<file path="src/rtl/bus_control_sequencer.sv">
// Hardwired fetch/decode/execute control-step sequencer for the single-bus datapath.
// Optional feature macro MEM_WAIT_EN: adds mem_ready and holds T1 until memory responds.
module bus_control_sequencer #(
  parameter int SEL_W     = 5,
  parameter int NONE_CODE = 31
) (
  input  logic             clock,
  input  logic             clear,
  input  logic             run,
  input  logic [31:0]      ir,
`ifdef MEM_WAIT_EN
  input  logic             mem_ready,
`endif
  output logic [SEL_W-1:0] src_sel,
  output logic             MARin,
  output logic             PCin,
  output logic             IncPC,
  output logic             Read,
  output logic             MDRin,
  output logic             IRin,
  output logic             Yin,
  output logic             Zin,
  output logic             HIin,
  output logic             LOin,
  output logic             Rin,
  output logic [3:0]       rin_sel,
  output logic [4:0]       alu_op,
  output logic             busy,
  output logic             err
);

  typedef enum logic [3:0] {
    S_IDLE, S_T0, S_T1, S_T2, S_T3, S_T4, S_T5, S_T6, S_ERR
  } state_t;

  typedef struct packed {
    logic [4:0] opcode;
    logic [3:0] ra;
    logic [3:0] rb;
    logic [3:0] rc;
  } fields_t;

  typedef struct packed {
    logic [SEL_W-1:0] src;
    logic             mar;
    logic             pcin;
    logic             incpc;
    logic             read;
    logic             mdrin;
    logic             irin;
    logic             yin;
    logic             zin;
    logic             hiin;
    logic             loin;
    logic             rin;
    logic [3:0]       rin_sel;
    logic [4:0]       alu_op;
    logic             busy;
    logic             err;
  } ctrl_t;

  localparam logic [SEL_W-1:0] SEL_NONE  = SEL_W'(NONE_CODE);
  localparam logic [SEL_W-1:0] SRC_ZHIGH = SEL_W'(18);
  localparam logic [SEL_W-1:0] SRC_ZLOW  = SEL_W'(19);
  localparam logic [SEL_W-1:0] SRC_PC    = SEL_W'(20);
  localparam logic [SEL_W-1:0] SRC_MDR   = SEL_W'(21);
  localparam logic [SEL_W-1:0] SRC_CSIGN = SEL_W'(23);
  localparam logic [4:0]       OP_ADD    = 5'h00;

  state_t  state_q, state_d;
  fields_t fields_q, fields_d;
  ctrl_t   ctrl_q, ctrl_d;

  // Low IR bits carry the immediate, which this block never inspects.
  logic unused_ir;
  assign unused_ir = ^ir[14:0];

  function automatic logic is_itype(input logic [4:0] op);
    return (op >= 5'h0C) && (op <= 5'h0E);
  endfunction

  function automatic logic is_muldiv(input logic [4:0] op);
    return (op == 5'h0F) || (op == 5'h10);
  endfunction

  function automatic logic is_legal(input logic [4:0] op);
    return (op <= 5'h0A) || is_itype(op) || is_muldiv(op);
  endfunction

  function automatic ctrl_t decode(input state_t s, input fields_t f);
    ctrl_t c;
    c      = '0;
    c.src  = SEL_NONE;
    c.busy = (s != S_IDLE) && (s != S_ERR);
    case (s)
      S_T0: begin
        c.src    = SRC_PC;
        c.mar    = 1'b1;
        c.incpc  = 1'b1;
        c.zin    = 1'b1;
        c.alu_op = OP_ADD;
      end
      S_T1: begin
        c.src   = SRC_ZLOW;
        c.pcin  = 1'b1;
        c.read  = 1'b1;
        c.mdrin = 1'b1;
      end
      S_T2: begin
        c.src  = SRC_MDR;
        c.irin = 1'b1;
      end
      S_T3: begin
        c.src = SEL_W'(f.rb);
        c.yin = is_legal(f.opcode);
      end
      S_T4: begin
        c.src    = is_itype(f.opcode) ? SRC_CSIGN : SEL_W'(f.rc);
        c.zin    = 1'b1;
        c.alu_op = f.opcode;
      end
      S_T5: begin
        c.src = SRC_ZLOW;
        if (is_muldiv(f.opcode)) begin
          c.loin = 1'b1;
        end else begin
          c.rin     = 1'b1;
          c.rin_sel = f.ra;
        end
      end
      S_T6: begin
        c.src  = SRC_ZHIGH;
        c.hiin = 1'b1;
      end
      S_ERR:   c.err = 1'b1;
      default: ;
    endcase
    return c;
  endfunction

  always_comb begin
    // NOTE: every combinational output gets a default first so no path leaves it unassigned (no latch).
    state_d  = state_q;
    fields_d = fields_q;
    case (state_q)
      S_IDLE: if (run) state_d = S_T0;
      S_T0:   state_d = S_T1;
`ifdef MEM_WAIT_EN
      S_T1:   if (mem_ready) state_d = S_T2;
`else
      S_T1:   state_d = S_T2;
`endif
      S_T2: begin
        state_d  = S_T3;
        fields_d = '{opcode: ir[31:27], ra: ir[26:23], rb: ir[22:19], rc: ir[18:15]};
      end
      S_T3:   state_d = is_legal(fields_q.opcode) ? S_T4 : S_ERR;
      S_T4:   state_d = S_T5;
      S_T5: begin
        if (is_muldiv(fields_q.opcode)) state_d = S_T6;
        else                            state_d = run ? S_T0 : S_IDLE;
      end
      S_T6:   state_d = run ? S_T0 : S_IDLE;
      S_ERR:  state_d = S_ERR;
      default: state_d = S_IDLE;
    endcase
    // Outputs are decoded from the state being entered, so they are registered yet Moore.
    ctrl_d = decode(state_d, fields_d);
  end

  always_ff @(posedge clock or posedge clear) begin
    // NOTE: sequential state uses non-blocking assignments so every register samples pre-edge values.
    if (clear) begin
      state_q  <= S_IDLE;
      fields_q <= '0;
      ctrl_q   <= decode(S_IDLE, '0);
    end else begin
      state_q  <= state_d;
      fields_q <= fields_d;
      ctrl_q   <= ctrl_d;
    end
  end

  assign src_sel = ctrl_q.src;
  assign MARin   = ctrl_q.mar;
  assign IncPC   = ctrl_q.incpc;
  assign Read    = ctrl_q.read;
  assign MDRin   = ctrl_q.mdrin;
  assign IRin    = ctrl_q.irin;
  assign Yin     = ctrl_q.yin;
  assign Zin     = ctrl_q.zin;
  assign HIin    = ctrl_q.hiin;
  assign LOin    = ctrl_q.loin;
  assign Rin     = ctrl_q.rin;
  assign rin_sel = ctrl_q.rin_sel;
  assign alu_op  = ctrl_q.alu_op;
  assign busy    = ctrl_q.busy;
  assign err     = ctrl_q.err;

`ifdef MEM_WAIT_EN
  // PC may only update once, in the T1 cycle where the memory read completes.
  assign PCin = ctrl_q.pcin & mem_ready;
`else
  assign PCin = ctrl_q.pcin;
`endif

endmodule

</file>
<file path="config.mk">
export PLATFORM = sky130hd
export DESIGN_NAME = bus_control_sequencer
export DESIGN_NICKNAME = d
export VERILOG_FILES = /design/src/rtl/bus_control_sequencer.sv
export SDC_FILE = /design/constraint.sdc
export NUM_CORES = 1
export LEC_CHECK = 0
export BUFFER_PORTS_ARGS = -buffer_cell sky130_fd_sc_hd__buf_2
export CORE_MARGIN = 3
export CORE_UTILIZATION = 49
export DETAILED_ROUTE_END_ITERATION = 10
export PLACE_DENSITY = 0.89
export SETUP_SLACK_MARGIN = 0.1
export SYNTH_ARGS = -nofsm -noshare
export SYNTH_HDL_FRONTEND = slang
export SYNTH_SLANG_ARGS = --single-unit
</file>
<file path="constraint.sdc">
create_clock -name clock -period 2.5 [get_ports clock]
set_input_delay 0.375 -clock clock [delete_from_list [all_inputs] [get_ports clock]]
set_output_delay 0.375 -clock clock [all_outputs]
set_load 0.005 [all_outputs]
</file>
[Yosys cells after proc, flatten, opt, wreduce, memory -nomap -nowiden]
Cells that the tools add are included.
Storage, ports and cells
  flip-flop bits (word level): 47
  latch bits: 0
  memory bits (writable): 0
  memory bits (read-only): 0
  input port bits: 35
  output and inout bits: 27
  logic and storage cells: 80
  memories kept: 0
Cells by class
  add/sub/neg operators: 0
  multipliers: 0
  div/mod/pow operators: 0
  $lt $le $gt $ge: 6
  equal/unequal tests: 21
  shift-type cells: 0
  multiplexer cells: 20
  bitwise operators: 0
  reductions and logical operators: 13
Operators with widths (count)
  4-bit one-hot mux with 9 select lines: 1
  4-bit by 3-bit equality test with 1-bit output, second input constant: 8
  5-bit one-hot mux with 6 select lines: 1
  5-bit by 4-bit less-or-equal comparator with 1-bit output, second input constant: 4
  17-bit 2-to-1 mux: 1
  4-bit by 2-bit equality test with 1-bit output, second input constant: 4
  5-bit 2-to-1 mux: 3
  5-bit by 4-bit equality test with 1-bit output, second input constant: 2
  5-bit equality test, second input constant: 2
  5-bit by 4-bit greater-or-equal comparator with 1-bit output, second input constant: 2
  1-bit 2-to-1 mux: 9
  4-bit by 1-bit equality test with 1-bit output, second input constant: 2
  4-bit equality test, second input constant: 2
  4-bit 2-to-1 mux: 2
  1-bit logical OR: 6
  6-bit 2-to-1 mux: 1
  4-bit logical NOT: 1
  4-bit != test, second input constant: 1
  4-bit nonzero test: 1
  2-bit OR reduction: 2
  1-bit logical AND: 3
  3-bit 2-to-1 mux: 1
  2-bit 2-to-1 mux: 1

[Longest topological paths before layout]
Gate-level depths: netlist (run 1).
  word-level depth: 9
  gate-level depth with buffers: 7
  mapped depth without buffers: 5

[Worst setup path after synthesis (run 1)]
OpenSTA, ideal clock, no wires.
  path type: reg-to-reg
  start point: reg state_q[3]
  end point: reg ctrl_q, in the netlist rin_sel[0]
  library setup time: 0.132 ns
  data arrival time: 1.638 ns
  required time: 2.368 ns
  setup slack: 0.730 ns
  stages on the path, launching flop included: 7
  path buffers: 1
  period minus slack after synthesis: 1.770 ns
  cells stage by stage: dfrtp_1 > and4bb_4 > buf_6 > mux2i_1 > nand3_1 > o2111ai_4 > a21oi_2
RTL lines
  start: declaration: RTL line 70  | state_t state_q, state_d;
  start signal: assignment: RTL line 178  | state_q <= state_d;
  end signal: assignment: RTL line 176  | ctrl_q <= decode(S_IDLE, '0);
  end signal: assignment: RTL line 180  | ctrl_q <= ctrl_d;
  end: declaration: RTL line 72  | ctrl_t ctrl_q, ctrl_d;

==> PnR_summary.wiki, run 1 <==
{| class="wikitable"
! Metric !! Value
|-
| Via total after detailed routing || 1439
|-
| Result of the run || finished, final reports clean
|-
| Max-Cap Viols || 0
|-
| Most frequent standard cell in the layout excluding fill and tap cells || buf_2
|-
| Post-synth net total || ~210
|-
| Leak pwr || between 1 and 1.5 nW
|-
| Number of top-level pins || 62
|-
| Register-to-register path setup slack || a little over 500 ps
|-
| Share of final-layout standard cells stronger than drive strength 1 || 0.351
|-
| Worst Setup Slack post-DPL || roughly 520 ps
|-
| Final worst path period need || 1990 ps
|-
| Final clock period utilization by the worst path || 0.794
|-
| Number of flops mapped to enable cells by yosys || 0
|-
| Global routing usage summed across all routing layers || 0.192
|-
| Cell type group with the largest total delay on the critical path || simple AND/OR/NAND/NOR gates
|-
| Pin slew with the least headroom to its limit || roughly 570 ps
|-
| First-pass iteration count of the detailed router || 4
|-
| Top fanout value on the critical path || 8
|-
| Start-to-end type of the worst setup path || flip-flop to flip-flop
|-
| Post-synthesis sequential element count || between 40 and 50
|-
| Pwr/cell area || approximately 1200 mW/mm^2
|-
| Initial antenna violation count || 0
|-
| Peak supply drop || roughly 580 uV
|-
| Area share of the leading cell type in the synthesized netlist || 0.479
|-
| Number of distinct standard cells referenced by the synthesized netlist || 52
|-
| Class of the worst hold path || primary input to asynchronous set/reset pin
|-
| Bufs and invs on worst path || 0
|-
| Critical R2R Capture || src_sel[0]$_DFF_PP1_
|-
| Kind of launch point of the worst setup path || flip-flop
|-
| Count of cells resized by post-cts repair || 0
|-
| Area contributors post-synth || dfrtp_1 48%, dfstp_2 7.0%, nand2_1 6.4%
|-
| Final non-filler cell total || roughly 270
|-
| DRC violations left || 0
|-
| Setup-violating endpoint count in the final report || 0
|-
| FFs w/ async S/R, synth || 1.00
|-
| Buffers added on ports || 46
|-
| Maximum level of the CTS H-tree || 2
|-
| First-pass GRT wire length || approximately 6300 um
|-
| Commonest cells after routing, fill and taps aside || 46 x buf_2, 36 x dfrtp_1, 32 x nand2_1, 8 x nor2_1, 8 x buf_4
|-
| Count of warnings emitted by yosys || 0
|-
| Width of the die || around 68 um
|-
| F_max || approximately 500 MHz
|-
| Mean area per synthesized cell || ~11 um^2
|-
| Layout-stage area growth over the synthesis result || 19.4%
|-
| Number of setup buffers added after CTS || 0
|-
| Worst-Skew Late Latency || approximately 300 ps
|-
| TritonCTS Buffers || 5
|-
| Die outline height || ~68 um
|-
| Net total in the final layout || between 200 and 300
|-
| Routability Congestion || 0.839
|-
| GRT overflow || 0
|-
| Via density per instance || ~5.3
|-
| Clock root cell || clkbuf_8
|-
| Total Die Area || 0.00462 mm^2
|-
| Required time worst endpoint || about 2700 ps
|-
| Final Hold Violating Endpoints || 0
|-
| Clk pin slew, worst setup/hold paths || roughly 80 ps
|-
| Gate Count Post-Synth || ~180
|-
| DR iter-0 viols || ~130
|-
| Starting density of the core || 0.534
|-
| Largest clock skew in the final design || between 8 and 9 ps
|-
| CTS tree || yes
|-
| Antenna Cells || 0
|-
| Slew margin rel. || 0.620
|-
| Library cell occupying the most area in the post-synthesis netlist || dfrtp_1
|-
| Maximum root-to-sink buffer count || 2
|-
| Kind of capture point of the worst setup path || flip-flop
|-
| Origin of the critical flop-to-flop path || fields_q[14]$_DFF_PP0_
|-
| CORE AREA || ~0.0035 mm^2
|-
| Number of clock sinks || 41
|-
| Highest-delay cell along the critical path || or4_1
|-
| Detailed Place HPWL || 2830 um
|-
| Count of placed standard cells including taps || 266
|-
| Final max-slew violation count || 0
|-
| Delay of the slowest critical-path stage || 600 ps
|-
| Seq/Total Area, Yosys || 0.549
|-
| Area of the mapped netlist || around 0.0019 mm^2
|-
| Worst R2R Path Depth || 5
|-
| Post-Route Setup TNS || 0 ps
|-
| Cells along the critical path || o31ai_1 -> nand3_1 -> or4_1 -> a31o_1 -> o311ai_1
|-
| Post-detailed-route count of antenna-violating nets || 0
|-
| Unrepaired setup endpoints after global routing || no
|-
| Total detailed-routing wirelength || between 3000 and 4000 um
|-
| Data arrival time of the critical path || roughly 2200 ps
|-
| Routed length per placed instance || about 14 um
|-
| Number of global-route vias before repair || ~1300
|-
| Hold bufs inserted after CTS || 0
|-
| Worst setup slack after layout || approximately 510 ps
|-
| Site Rows || 21
|-
| Pin count of the biggest net entering global routing || 42
|-
| Top_reg_cell synth || dfrtp_1
|}
## how the worst max path moves through the flow
stage	startpoint	end	slack (ps)	cells past startpoint
CTS	state_q[3]$_DFF_PP0_	rin_sel[0]$_DFF_PP0_	530	6
detailed placement	state_q[3]$_DFF_PP0_	rin_sel[2]$_DFF_PP0_	520	6
global placement	state_q[3]$_DFF_PP0_	rin_sel[3]$_DFF_PP0_	550	6
floorplan	state_q[3]$_DFF_PP0_	rin_sel[0]$_DFF_PP0_	730	6
finish	fields_q[14]$_DFF_PP0_	src_sel[0]$_DFF_PP1_	510	5
global route	fields_q[12]$_DFF_PP0_	src_sel[0]$_DFF_PP1_	400	5
## cell families after synthesis
group | share of synthesized area
AND/OR/NAND/NOR | 0.228
flip-flops | 0.549
buffers and inverters | 0.0519
AO/OA/AOI/OAI | 0.138
multiplexers | 0.0333
## per-layer routing
| metal | share of wire | global-route usage | up-vias |
|---|---|---|---|
| li1 | - | - | 713 |
| met1 | 0.43 | 0.238 | 672 |
| met2 | 0.48 | 0.304 | 47 |
| met3 | 0.075 | 0.0739 | 7 |
| met4 | 0.015 | 0.0670 | 0 |
| met5 | 0 | 0 | - |
## report_power, final
part / leakage (nW) / internal [mW] / switching [mW]
logic: 0.549 / 0.512 / 0.705
registers: 0.519 / 0.927 / 0.111
clock network: 0.0422 / 0.196 / 0.219
## flip-flops by register name, indices dropped and copies added (netlist names)
name,cells
state_q,4
err,1
HIin,1
busy,1
IncPC,1
IRin,1
MDRin,1
LOin,1
alu_op,5
Zin,1
Yin,1
src_sel,5
rin_sel,4
Rin,1
fields_q,13
## synth_stat cells (all sizes together), types with 2 or more instances
cell    count
dfrtp      36
nand2      32
a21oi       9
inv         9
nor2        8
buf         7
nand3       6
dfstp       5
nand2b      5
nor3        5
a31oi       4
clkbuf      4
mux2i       4
nor2b       4
o21ai       3
or3         3
mux2        2
nor3b       2
nor4b       2
o311ai      2
o31ai       2
or2         2
or4         2
## through the flow
stage          power [mW]  area, um^2  utilization  hold slack (ps)
3_5_place_dp         2.27        2160        0.615              469
2_1_floorplan        1.92        1880            -              439
6_report             2.67        2250        0.638              183
4_1_cts              2.69        2250        0.638              193
5_1_grt              2.89        2250        0.638              253
3_3_place_gp         2.22        2160        0.615              452
## worst reg2reg max path, cell delays in order, from the launching register on
cell,delay [ps]
dfrtp_1,420
o31ai_1,340
nand3_1,170
or4_1,600
a31o_1,270
o311ai_1,90
## final cells by class
cell class / instances / area [um^2]
Sequential cell: 41 / 1030
Timing Repair Buffer: 54 / 290
Tap cell: 46 / 57.6
Inverter: 9 / 33.8
Clock inverter: 1 / 5.00
Clock buffer: 7 / 76.3
Multi-Input combinational cell: 116 / 751
Fill cell: 299 / 1270
Note: power is estimated with default switching activity, not from simulation.
==> run 2, diff against run 1 <==
--- a/config.mk
+++ b/config.mk
@@ -7,9 +7,9 @@
 export LEC_CHECK = 0
 export BUFFER_PORTS_ARGS = -buffer_cell sky130_fd_sc_hd__buf_2
 export CORE_MARGIN = 3
-export CORE_UTILIZATION = 49
+export CORE_UTILIZATION = 45
 export DETAILED_ROUTE_END_ITERATION = 10
-export PLACE_DENSITY = 0.89
+export PLACE_DENSITY = 0.86
 export SETUP_SLACK_MARGIN = 0.1
 export SYNTH_ARGS = -nofsm -noshare
 export SYNTH_HDL_FRONTEND = slang
==> constraint.sdc (replaced) <==
create_clock -name clock -period 1.6 [get_ports clock]
set_input_delay 0.24 -clock clock [delete_from_list [all_inputs] [get_ports clock]]
set_output_delay 0.24 -clock clock [all_outputs]
set_load 0.005 [all_outputs]
==> run 2 against run 1 <==
  * Critical path depth did not move
  * Critical path type unchanged
  * First-iteration DRC count is 29% lower
  * Final area rose by 19%
  * Total power grew 98%
  * Core utilization rose by 5.4 points
  * Worst setup slack worse by 780 ps
  * Die area grew 8.1%
  * Largest cell class unchanged
  * Clock skew shrank 4.9 ps
  * The run now ends with negative setup slack left
  * Routed wire length increased by 19%
  * Maximum frequency is 6.2% higher
  * Clock power rose by 100%
  * Critical endpoint is now rin_sel[3]$_DFF_PP0_
==> PnR_summary.wiki, run 2 (synthesis gave the netlist of run 1 again) <==
{| class="wikitable"
! Metric !! Value
|-
| Pwr/cell area || 1980 mW/mm^2 (+67%)
|-
| Violated checks || negative setup slack
|-
| First-pass GRT wire length || 7470 um (+18%)
|-
| Routed length per placed instance || 14.5 um (+4.8%)
|-
| Max FFs per register || 13 (unchanged)
|-
| Data arrival time of the critical path || 2040 ps (-150 ps)
|-
| Total detailed-routing wirelength || 4510 um (+19%)
|-
| DR iter-0 viols || 91 (-29%)
|-
| Final worst path period need || 1870 ps (-116 ps)
|-
| WL met2 || 2340 um (+28%)
|-
| Width of the die || 70.6 um (+4.0%)
|-
| Count of placed standard cells including taps || 297 (+12%)
|-
| Met1 layer wirelength in the final routing || 1830 um (+12%)
|-
| Top fanout value on the critical path || 7 (-1)
|-
| Maximum level of the CTS H-tree || 2 (unchanged)
|-
| Initial antenna violation count || 0 (unchanged)
|-
| Maximum root-to-sink buffer count || 2 (unchanged)
|-
| Number of top-level pins || 62 (unchanged)
|-
| Unrepaired setup endpoints after global routing || yes
|-
| Number of global-route vias before repair || 1624 (+22%)
|-
| Die outline height || 70.6 um (+4.0%)
|-
| F_max || 535 MHz (+6.2%)
|-
| Starting density of the core || 0.488 (-0.0461)
|-
| Peak supply drop || 929 uV (+60%)
|-
| Final max-slew violation count || 0 (unchanged)
|-
| Detailed Place HPWL || 3400 um (+20%)
|-
| Top routing layer in use || met4
|-
| Class of the worst hold path || primary input to flip-flop
|-
| Internal portion of total power || 3.36 mW (+110%)
|-
| Most frequent standard cell in the layout excluding fill and tap cells || buf_2
|-
| Reg power frac || 0.309 (-0.080)
|-
| Net total in the final layout || 297 (+13%)
|-
| Net Sw Frac || 0.365 (-0.0229)
|-
| TritonCTS Buffers || 5 (unchanged)
|-
| Sum of met3 wire segment lengths after detailed routing || 232 um (-18%)
|-
| Final Hold Violating Endpoints || 0 (unchanged)
|-
| Setup-violating endpoint count in the final report || 24 (+24)
|-
| Kind of launch point of the worst setup path || flip-flop
|-
| Layout-stage area growth over the synthesis result || 41.8%
|-
| GRT overflow || 0 (unchanged)
|-
| Final hold slack || 165 ps (-18.0 ps)
|-
| Pin slew with the least headroom to its limit || 502 ps (-63.0 ps)
|-
| Largest register by flop count || fields_q
|-
| CORE AREA || 0.00385 mm^2 (+9.5%)
|-
| CTS tree || yes
|-
| Result of the run || finished, violations left
|-
| Worst-Skew Late Latency || 290 ps (about the same)
|-
| Clk pin slew, worst setup/hold paths || 80 ps (about the same)
|-
| Worst setup slack after layout || -270 ps (-784 ps)
|-
| Total Die Area || 0.00499 mm^2 (+8.1%)
|-
| Max-Cap Viols || 0 (unchanged)
|-
| Required time worst endpoint || 1770 ps (-930 ps)
|-
| Share of final-layout standard cells stronger than drive strength 1 || 0.513 (+0.162)
|-
| Via density per instance || 5.20 (-1.1%)
|-
| Number of clock sinks || 41 (unchanged)
|-
| DRC violations left || 0 (unchanged)
|-
| First-pass iteration count of the detailed router || 4 (unchanged)
|-
| Buffers added on ports || 46 (unchanged)
|-
| Slew margin rel. || 0.661 (+0.0412)
|-
| Clock root cell || clkbuf_8
|-
| Combinational cell fraction of total power || 0.530 (+0.074)
|-
| Final clock period utilization by the worst path || 1.17 (+0.374)
|-
| Via total after detailed routing || 1616 (+12%)
|-
| Post-detailed-route count of antenna-violating nets || 0 (unchanged)
|-
| Relative contribution of the clock network to total power || 0.161 (+0.006)
|-
| Leak pwr || 1.32 nW (+19%)
|-
| Commonest cells after routing, fill and taps aside || 46 x buf_2, 42 x buf_4, 36 x dfrtp_1, 31 x nand2_1, 8 x nor2_1
|-
| Post-Route Setup TNS || -4060 ps (-4060 ps)
|-
| Largest clock skew in the final design || 4.11 ps (-4.86 ps)
|-
| Global routing usage summed across all routing layers || 0.190 (-0.00168)
|-
| Site Rows || 22 (+4.8%)
|-
| Pin count of the biggest net entering global routing || 18 (-57%)
|-
| Psw || 1.93 mW (+86%)
|-
| Routability Congestion || 0.868 (+3.4%)
|-
| Final non-filler cell total || 311 (+14%)
|-
| Start-to-end type of the worst setup path || flip-flop to flip-flop
|-
| Antenna Cells || 0 (unchanged)
|-
| Kind of capture point of the worst setup path || flip-flop
|}
[run 2: worst paths after layout]
kind | start | to | slack, ps | cells after the start
max in group asynchronous | clear | src_sel[3]$_DFF_PP1_ | 580 | 4
worst max-delay path | state_q[3]$_DFF_PP0_ | rin_sel[3]$_DFF_PP0_ | -270 | 5
worst max register to register | state_q[3]$_DFF_PP0_ | rin_sel[3]$_DFF_PP0_ | -270 | 5
min in group asynchronous | clear | busy$_DFF_PP0_ | 440 | 3
worst min-delay path | ir[18] | fields_q[3]$_DFF_PP0_ | 170 | 3
worst min register to register | fields_q[2]$_DFF_PP0_ | fields_q[2]$_DFF_PP0_ | 490 | 2
[run 2: layout make-up]
cell class	instances	area (um^2)
Multi-Input combinational cell	116	866
Timing Repair Buffer	89	556
Sequential cell	41	1030
Inverter	9	33.8
Clock inverter	2	37.5
Tap cell	48	60.1
Fill cell	306	1190
Clock buffer	6	82.6
[run 2: stage by stage]
step	total power, mW	utilization	cell area [um^2]	setup slack, ps
4_1_cts	5.17	0.683	2630	-231
2_1_floorplan	3.11	-	1920	-98.1
3_5_place_dp	4.11	0.628	2420	-287
5_1_grt	5.65	0.692	2670	-337
3_3_place_gp	4.01	0.628	2420	-217
6_report	5.29	0.692	2670	-270
[run 2: per-layer routing]
layer	global-route usage	vias to the layer above
met1	0.229	772
met4	0.0710	0
li1	-	782
met2	0.328	49
met3	0.0469	13
met5	0	-
[run 2: timing repair]
action | CTS | global route
setup buffers | 5 | 0
gates resized for setup | 9 | 6
hold endpoints to repair | 4 | 0
gates cloned | 0 | 0
hold buffers | 1 | 0
pin swaps | 3 | 2
endpoints found under the setup margin | 24 | 31
[run 2: worst max-delay path, cell delays in order (launching register included)]
cell and delay, ps:
dfrtp_1 390, and4bb_4 490, mux2i_2 330, nand2_2 120, o2111ai_4 360, a21oi_2 50
[run 2: power groups by stage]
stage          Combinational, mW  Sequential [mW]  Clock [mW]
6_report                    2.81             1.63       0.850
4_1_cts                     2.67             1.63       0.875
2_1_floorplan               1.44             1.67           0
3_5_place_dp                2.45             1.65           0
3_3_place_gp                2.38             1.63           0
5_1_grt                     3.05             1.68       0.913
